File: src/rtl/inst_fetch_pkg.sv
// Shared core definitions for the RV32I fetch stage: data widths, reset vector,
// the canonical NOP encoding and the {pc, inst} pair carried through the fetch buffer.
package inst_fetch_pkg;

   localparam int unsigned XLEN        = 32;
   localparam int unsigned FETCH_DEPTH = 4;

   localparam logic [XLEN-1:0] RESET_VEC = 32'h0000_0000;
   // addi x0, x0, 0
   localparam logic [XLEN-1:0] NOP_INST  = 32'h0000_0013;

   // One fetched instruction paired with its address
   typedef struct packed {
      logic [XLEN-1:0] pc;
      logic [XLEN-1:0] inst;
   } fetch_pair_t;

endpackage

File: src/rtl/inst_fetch_if.sv
// Fetch-stage bus: PC-side request inputs, instruction-memory read port and the
// decode-side {PC, instruction} output.
//   master : the fetch stage (drives memory request, F_BUSY and F_* outputs)
//   slave  : the environment (PC generator, instruction memory, decode)
interface inst_fetch_if;
   import inst_fetch_pkg::*;

   logic [XLEN-1:0] P_PC;
   logic            P_VALID;
   logic            INST_RDEN;
   logic [XLEN-1:0] INST_RDADDR;
   logic            INST_RDVALID;
   logic [XLEN-1:0] INST_RDDATA;
   logic            F_BUSY;
   logic [XLEN-1:0] F_PC;
   logic [XLEN-1:0] F_INST;
   logic            F_VALID;

   modport master (
      input  P_PC, P_VALID, INST_RDVALID, INST_RDDATA,
      output INST_RDEN, INST_RDADDR, F_BUSY, F_PC, F_INST, F_VALID
   );

   modport slave (
      output P_PC, P_VALID, INST_RDVALID, INST_RDDATA,
      input  INST_RDEN, INST_RDADDR, F_BUSY, F_PC, F_INST, F_VALID
   );

endinterface

File: src/rtl/inst_fetch_buf.sv
// In-order fetch buffer: entries are allocated at issue, filled by memory
// responses in request order and popped at the head.
//   clk_i, rst_i     : clock, synchronous active-high reset
//   clear_i          : drop all entries (redirect)
//   alloc_i/pc       : allocate an entry at the tail with the issued PC
//   fill_i/inst      : write the oldest unfilled entry
//   pop_i            : retire the head entry
//   head_o           : head {pc, inst};  head_filled_o : head holds its instruction
//   count_o          : allocated, not yet popped entries
//   unfilled_o       : allocated entries still waiting for their response
module inst_fetch_buf
   import inst_fetch_pkg::*;
#(
   parameter int unsigned DEPTH = FETCH_DEPTH
) (
   input  logic                             clk_i,
   input  logic                             rst_i,
   input  logic                             clear_i,
   input  logic                             alloc_i,
   input  logic [XLEN-1:0]                  alloc_pc_i,
   input  logic                             fill_i,
   input  logic [XLEN-1:0]                  fill_inst_i,
   input  logic                             pop_i,
   output fetch_pair_t                      head_o,
   output logic                             head_filled_o,
   output logic [$clog2(DEPTH):0]           count_o,
   output logic [$clog2(DEPTH):0]           unfilled_o
);

   localparam int unsigned AW = $clog2(DEPTH);
   localparam int unsigned PW = AW + 1;

   fetch_pair_t   buf_q [DEPTH];
   logic [PW-1:0] wr_q, wr_d;
   logic [PW-1:0] fill_q, fill_d;
   logic [PW-1:0] rd_q, rd_d;

   // Pointer advance; extra MSB distinguishes full from empty
   always_comb begin
      wr_d   = wr_q;
      fill_d = fill_q;
      rd_d   = rd_q;
      if (clear_i) begin
         wr_d   = '0;
         fill_d = '0;
         rd_d   = '0;
      end else begin
         if (alloc_i) wr_d   = wr_q   + PW'(1);
         if (fill_i)  fill_d = fill_q + PW'(1);
         if (pop_i)   rd_d   = rd_q   + PW'(1);
      end
   end

   always_ff @(posedge clk_i) begin
      if (rst_i) begin
         wr_q   <= '0;
         fill_q <= '0;
         rd_q   <= '0;
      end else begin
         wr_q   <= wr_d;
         fill_q <= fill_d;
         rd_q   <= rd_d;
      end
   end

   // Entry storage; an unfilled slot carries a NOP until its response lands.
   // Alloc and fill never target the same slot: that would need a full buffer.
   always_ff @(posedge clk_i) begin
      if (alloc_i && !clear_i) begin
         buf_q[wr_q[AW-1:0]] <= '{pc: alloc_pc_i, inst: NOP_INST};
      end
      if (fill_i && !clear_i) begin
         buf_q[fill_q[AW-1:0]].inst <= fill_inst_i;
      end
   end

   // Entries between rd and fill are filled, so the head is filled whenever
   // the fill pointer has moved past it.
   assign head_o        = buf_q[rd_q[AW-1:0]];
   assign head_filled_o = (fill_q != rd_q);
   assign count_o       = wr_q - rd_q;
   assign unfilled_o    = wr_q - fill_q;

endmodule

File: src/rtl/inst_fetch.sv
// RV32I fetch stage: issues in-order instruction reads for incoming PCs, pairs
// each response with its PC in a small buffer and presents one {PC, inst} per
// cycle to decode. Handles stall and flush, discarding responses that were in
// flight when a flush hit.
//   CLK, RST   : clock, synchronous active-high reset
//   STALL      : hold F_* outputs and block issue
//   FLUSH      : redirect; empty the buffer and drop in-flight responses
//   fetch_bus  : PC request, instruction memory port, F_BUSY and decode outputs
module inst_fetch
   import inst_fetch_pkg::*;
#(
   parameter int unsigned DEPTH = FETCH_DEPTH
) (
   input  logic          CLK,
   input  logic          RST,
   input  logic          STALL,
   input  logic          FLUSH,
   inst_fetch_if.master  fetch_bus
);

   localparam int unsigned PW = $clog2(DEPTH) + 1;
   localparam int unsigned SW = PW + 1;

   fetch_pair_t     head;
   logic            head_filled;
   logic [PW-1:0]   count;
   logic [PW-1:0]   unfilled;

   logic [PW-1:0]   drop_q, drop_d;
   logic            f_valid_q, f_valid_d;
   logic [XLEN-1:0] f_pc_q, f_pc_d;
   logic [XLEN-1:0] f_inst_q, f_inst_d;

   logic [SW-1:0]   credit_used;
   logic [SW-1:0]   drop_sum;
   logic            busy;
   logic            issue;
   logic            rsp;
   logic            drop_rsp;
   logic            fill;
   logic            pop;

   // Credits cover buffered entries plus responses still owed from before a
   // flush, so a read is only issued when its response has a home.
   assign credit_used = SW'(count) + SW'(drop_q);
   assign busy        = (credit_used >= SW'(DEPTH));
   assign issue       = fetch_bus.P_VALID && !STALL && !FLUSH && !RST && !busy;

   assign rsp      = fetch_bus.INST_RDVALID;
   assign drop_rsp = rsp && (drop_q != '0);
   assign fill     = rsp && !FLUSH && !RST && (drop_q == '0) && (unfilled != '0);
   assign pop      = !RST && !FLUSH && !STALL && head_filled;

   inst_fetch_buf #(
      .DEPTH (DEPTH)
   ) u_buf (
      .clk_i         (CLK),
      .rst_i         (RST),
      .clear_i       (FLUSH),
      .alloc_i       (issue),
      .alloc_pc_i    (fetch_bus.P_PC),
      .fill_i        (fill),
      .fill_inst_i   (fetch_bus.INST_RDDATA),
      .pop_i         (pop),
      .head_o        (head),
      .head_filled_o (head_filled),
      .count_o       (count),
      .unfilled_o    (unfilled)
   );

   // Drop counter and decode output register next state
   always_comb begin
      drop_d    = drop_q;
      drop_sum  = '0;
      f_valid_d = f_valid_q;
      f_pc_d    = f_pc_q;
      f_inst_d  = f_inst_q;
      if (FLUSH) begin
         // Every unfilled entry becomes a response to discard; a response
         // landing in this very cycle is already consumed.
         drop_sum = SW'(drop_q) + SW'(unfilled);
         if (rsp && (drop_sum != '0)) drop_sum = drop_sum - SW'(1);
         drop_d    = PW'(drop_sum);
         f_valid_d = 1'b0;
      end else begin
         if (drop_rsp) drop_d = drop_q - PW'(1);
         if (!STALL) begin
            f_valid_d = head_filled;
            if (head_filled) begin
               f_pc_d   = head.pc;
               f_inst_d = head.inst;
            end
         end
      end
   end

   always_ff @(posedge CLK) begin
      if (RST) begin
         drop_q    <= '0;
         f_valid_q <= 1'b0;
         f_pc_q    <= RESET_VEC;
         f_inst_q  <= '0;
      end else begin
         drop_q    <= drop_d;
         f_valid_q <= f_valid_d;
         f_pc_q    <= f_pc_d;
         f_inst_q  <= f_inst_d;
      end
   end

   assign fetch_bus.INST_RDEN   = issue;
   assign fetch_bus.INST_RDADDR = fetch_bus.P_PC;
   assign fetch_bus.F_BUSY      = busy;
   assign fetch_bus.F_PC        = f_pc_q;
   assign fetch_bus.F_INST      = f_inst_q;
   assign fetch_bus.F_VALID     = f_valid_q;

endmodule

File: src/flat_wrapper.sv
// flat-port wrapper written by rule: the top's interface ports become plain ports
module inst_fetch_flat import inst_fetch_pkg::*;
#(
   parameter int unsigned DEPTH = FETCH_DEPTH
)
  (CLK, RST, STALL, FLUSH, fetch_bus_P_PC, fetch_bus_P_VALID, fetch_bus_INST_RDVALID, fetch_bus_INST_RDDATA, fetch_bus_INST_RDEN, fetch_bus_INST_RDADDR, fetch_bus_F_BUSY, fetch_bus_F_PC, fetch_bus_F_INST, fetch_bus_F_VALID);
  inst_fetch_if fetch_bus_i ();
  input  logic CLK;
  input  logic RST;
  input  logic STALL;
  input  logic FLUSH;
  input wire logic [$bits(fetch_bus_i.P_PC)-1:0] fetch_bus_P_PC;
  input wire logic [$bits(fetch_bus_i.P_VALID)-1:0] fetch_bus_P_VALID;
  input wire logic [$bits(fetch_bus_i.INST_RDVALID)-1:0] fetch_bus_INST_RDVALID;
  input wire logic [$bits(fetch_bus_i.INST_RDDATA)-1:0] fetch_bus_INST_RDDATA;
  output wire logic [$bits(fetch_bus_i.INST_RDEN)-1:0] fetch_bus_INST_RDEN;
  output wire logic [$bits(fetch_bus_i.INST_RDADDR)-1:0] fetch_bus_INST_RDADDR;
  output wire logic [$bits(fetch_bus_i.F_BUSY)-1:0] fetch_bus_F_BUSY;
  output wire logic [$bits(fetch_bus_i.F_PC)-1:0] fetch_bus_F_PC;
  output wire logic [$bits(fetch_bus_i.F_INST)-1:0] fetch_bus_F_INST;
  output wire logic [$bits(fetch_bus_i.F_VALID)-1:0] fetch_bus_F_VALID;
  assign fetch_bus_i.P_PC = fetch_bus_P_PC;
  assign fetch_bus_i.P_VALID = fetch_bus_P_VALID;
  assign fetch_bus_i.INST_RDVALID = fetch_bus_INST_RDVALID;
  assign fetch_bus_i.INST_RDDATA = fetch_bus_INST_RDDATA;
  assign fetch_bus_INST_RDEN = fetch_bus_i.INST_RDEN;
  assign fetch_bus_INST_RDADDR = fetch_bus_i.INST_RDADDR;
  assign fetch_bus_F_BUSY = fetch_bus_i.F_BUSY;
  assign fetch_bus_F_PC = fetch_bus_i.F_PC;
  assign fetch_bus_F_INST = fetch_bus_i.F_INST;
  assign fetch_bus_F_VALID = fetch_bus_i.F_VALID;
  inst_fetch #(.DEPTH(DEPTH)) u_core (.CLK(CLK), .RST(RST), .STALL(STALL), .FLUSH(FLUSH), .fetch_bus(fetch_bus_i));
endmodule
File: config.mk
export PLATFORM = sky130hd
export DESIGN_NAME = inst_fetch_flat
export DESIGN_NICKNAME = d
export VERILOG_FILES = /design/src/rtl/inst_fetch_pkg.sv /design/src/rtl/inst_fetch_if.sv /design/src/rtl/inst_fetch_buf.sv /design/src/rtl/inst_fetch.sv /design/src/flat_wrapper.sv
export SDC_FILE = /design/constraint.sdc
export NUM_CORES = 1
export LEC_CHECK = 0
export CAP_MARGIN = 20
export CORE_MARGIN = 2
export CORE_UTILIZATION = 43
export CTS_CLUSTER_SIZE = 10
export DETAILED_ROUTE_END_ITERATION = 8
export SYNTH_ARGS = -nofsm -noshare
export SYNTH_HDL_FRONTEND = slang
export SYNTH_HIERARCHICAL = 1
export SYNTH_SLANG_ARGS = --single-unit
File: constraint.sdc
create_clock -name CLK -period 6.4 [get_ports CLK]
set_clock_uncertainty 0.1 [all_clocks]
set_input_delay 1.92 -clock CLK [delete_from_list [all_inputs] [get_ports CLK]]
set_output_delay 1.92 -clock CLK [all_outputs]
set_load 0.02 [all_outputs]
==> summary.txt, run 1 <==
Status
  – Status: finished clean

Synthesis
  – Register bit total from synthesis: approximately 340
  – Synth top area share: a little over half
  – Syn_area_per_cell: between 15 and 20 µm²
  – Synthesized area: between 0.01 and 0.015 mm²
  – Yosys warnings: 6
  – Synth area leaders: edfxtp_1, dfxtp_1, mux4_2
  – FFs w/ async S/R, synth: 0%
  – Primary FF master, synth: edfxtp_1
  – Yosys cell types: 41
  – Synth area leader: edfxtp_1
  – Post-synthesis sequential area ratio: 65.36%
  – Synth cell count leaders: edfxtp_1, and3_1, dfxtp_1
  – Most frequent cell after synthesis: edfxtp_1
  – Mapped Cells: 895
  – Syn_nets: a little under 1,000
  – Post-synth EDFFs: 256

Timing
  – Least-Margin Pin Slew: between 1000 and 1500 ps
  – Max Freq: around 0.18 GHz
  – Worst hold margin: roughly 380 ps
  – Worst slew margin: approximately 31%
  – Final period utilization: between 80% and 90%
  – Final Setup Violations: 0
  – Final Max Slew Viols: 0
  – Post-route setup slack: slightly below 800 ps
  – Fin. Hold Viols: 0
  – Min Clock Period, post-route: 5631 ps
  – Setup TNS: 0 ps
  – Unrepaired setup endpoints after global routing: no

Floorplanning
  – Width of the die: ~190 µm
  – Die Ht: roughly 190 µm
  – # IOs: between 150 and 200
  – Initial core utilization: between 40% and 50%
  – Full die area: between 0.03 and 0.04 mm²
  – Site row count: between 60 and 70
  – Core area: about 0.033 mm²

Global routing
  – GRT overflow: 0
  – Largest net degree at the start of global routing: 71
  – First-pass GRT wire length: between 40 and 50 mm
  – Antenna violations before repair: 1
  – Vias in the first global route: 8,227
  – Overall fraction of global-route tracks in use: between 10% and 20%

Routing
  – Vias/cell: ~5.3
  – Number of routed nets with antenna violations: 0
  – Via count: between 7,000 and 8,000
  – Top sig layer: met4
  – Routed WL per cell: ~21 µm
  – Wire length on met3: around 1.4 mm
  – M1 WL: 13.78 mm
  – Drt drc: 0
  – Met2 WL: ~15 mm
  – Initial DRC count: 441
  – 1st-pass router iterations: 5
  – Total Wirelength: approximately 31 mm

Power and ir drop
  – PwrDens: around 260 mW/mm²
  – Worst vdd ir: roughly 0.00014 V
  – Leakage: between 6 and 7 nW

CTS
  – CTS tree: yes
  – Clk root buf: clkbuf_16
  – Clk sinks: about 340
  – CTS Hold Bufs: 0
  – Total CTS buffers: 39
  – Clk buf depth: 3
  – Clock-pin slew on the worst setup and hold paths: 50 ps
  – # resized after CTS: 0
  – Setup bufs post-CTS: 0
  – H-tree Lvls: 2
  – Worst skew pair latency: ~520 ps

Final layout
  – Area grow syn2layout: 19.97%
  – Share of cells above drive strength 1: a little over an eighth
  – Register Area: a little over 0.009 mm²
  – Fill count: 2,735
  – Fin util: ~52%
  – Area occupied by multi-input gates: 0.004214 mm²
  – Final #Nets: ~1,100

Setup path
  – Crit Reg-Reg Startpoint: u_core/u_buf/wr_q[0]$_SDFFE_PP0P_
  – RR Endpoint: u_core/u_buf/buf_q[3][39]$_DFFE_PP_
  – WP data arrival: between 3000 and 4000 ps
  – Crit path launch: u_core/u_buf/wr_q[0]$_SDFFE_PP0P_
  – Critical path class: register to primary output
  – Worst reg2reg path depth: 12
  – Startpoint Class: register
  – Crit. End Element: primary output
  – CP Data Required Time: between 4000 and 5000 ps
  – CP Max Fanout: 12
  – Worst Setup EP: fetch_bus_INST_RDEN
  – Setup slack, reg-to-reg: 2320 ps

Place
  – GP Congestion: ~0.74
  – Port Buffers: around 170
  – DP Worst Slack: 871.9 ps
  – HPWL after DPL: 16.63 mm

Worst hold path
  – Hold wc startpoint: u_core/fetch_bus.F_VALID$_SDFFE_PP0N_
  – Min-delay worst type: register to register

Flow run
  – Total of max-cap violations: 0
layer usage:
layer	up-vias	GRT usage, %
li1	3667	-
met1	4012	25.12
met2	212	30.97
met3	52	2.837
met4	0	5.197
met5	-	0
kinds of logic after synthesis:
kind of cell | count (synthesis) | synth area share, %
flops | 335 | 65.36
simple gates | 251 | 10.61
buf+inv | 115 | 5.417
compound gates | 91 | 5.170
mux | 67 | 10.48
fa+ha+maj | 22 | 2.100
xor+xnor | 14 | 0.8646
power breakdown:
group | switching [W] | internal, W
clock | 0.000822 | 0.00115
combinational | 0.0000803 | 0.0000747
sequential | 0.00000411 | 0.00233
critical path: stages, from the launching register on:
cell and delay (ps):
dfxtp_1 400, inv_1 130, ha_1 230, fa_1 380
xnor2_1 190, xnor2_1 150, ha_1 250, nor3_1 180
nand2_1 120, nor4_2 220, buf_4 230, clkdlybuf4s50_1 630
registers in the layout, summed over array words and instances, names as in the netlist, named ones only:
name / flops
u_core/drop_q: 3
u_core/fetch_bus.F_PC: 32
u_core/fetch_bus.F_INST: 32
u_core/u_buf/fill_q: 3
u_core/u_buf/rd_q: 3
u_core/u_buf/buf_q: 256
u_core/fetch_bus.F_VALID: 1
u_core/u_buf/wr_q: 3
cells in the final DEF (no fill, tap or decap), drive strengths merged, types with 2 or more instances in the layout:
cell type	n
a211o	2
a211oi	4
a21oi	17
and2	4
and3	117
buf	17
clkbuf	68
clkdlybuf4s50	167
dfxtp	79
edfxtp	256
fa	3
ha	19
inv	18
mux2i	3
mux4	64
nand2	15
nand2b	4
nand3	19
nand4	3
nor2	11
nor2b	68
nor3	5
o22a	64
xnor2	10
xor2	4
through the flow:
step / area (µm²) / total power [W] / std cells
final: 17010 / 0.004457 / 1493
after global routing: 17010 / 0.004615 / 1493
after CTS: 17010 / 0.004503 / 1492
after detailed placement: 15900 / 0.002534 / 1421
after global placement: 15900 / 0.002532 / 1421
after floorplan: 14180 / 0.002450 / 895
final cells by class:
| type | instances | share of cell area (%) |
|---|---|---|
| Inverter | 15 | 0.3310 |
| Multi-Input combinational cell | 445 | 24.77 |
| Antenna cell | 1 | 0.01471 |
| Sequential cell | 335 | 54.53 |
| Clock buffer | 68 | 6.376 |
| Timing Repair Buffer | 184 | 10.58 |
| Tap cell | 442 | 3.251 |
| Clock inverter | 3 | 0.1544 |
how the worst min path moves through the flow:
stage	endpoint	slack, ps	cells past startpoint
4_1_cts	u_core/fetch_bus.F_VALID$_SDFFE_PP0N_	370	2
6_report	u_core/fetch_bus.F_VALID$_SDFFE_PP0N_	380	2
3_3_place_gp	u_core/fetch_bus.F_VALID$_SDFFE_PP0N_	370	2
3_5_place_dp	u_core/fetch_bus.F_VALID$_SDFFE_PP0N_	360	2
2_1_floorplan	u_core/u_buf/wr_q[1]$_SDFFE_PP0P_	410	2
5_1_grt	u_core/fetch_bus.F_VALID$_SDFFE_PP0N_	390	2
No activity file was read; power rests on OpenSTA's default activity.
==> inputs of run 2 (changes only) <==
Settings changed: GPL_ROUTABILITY_DRIVEN set to 0.
==> results of run 2 <==
Final layout, timing and power as in run 1 (identical DEF).
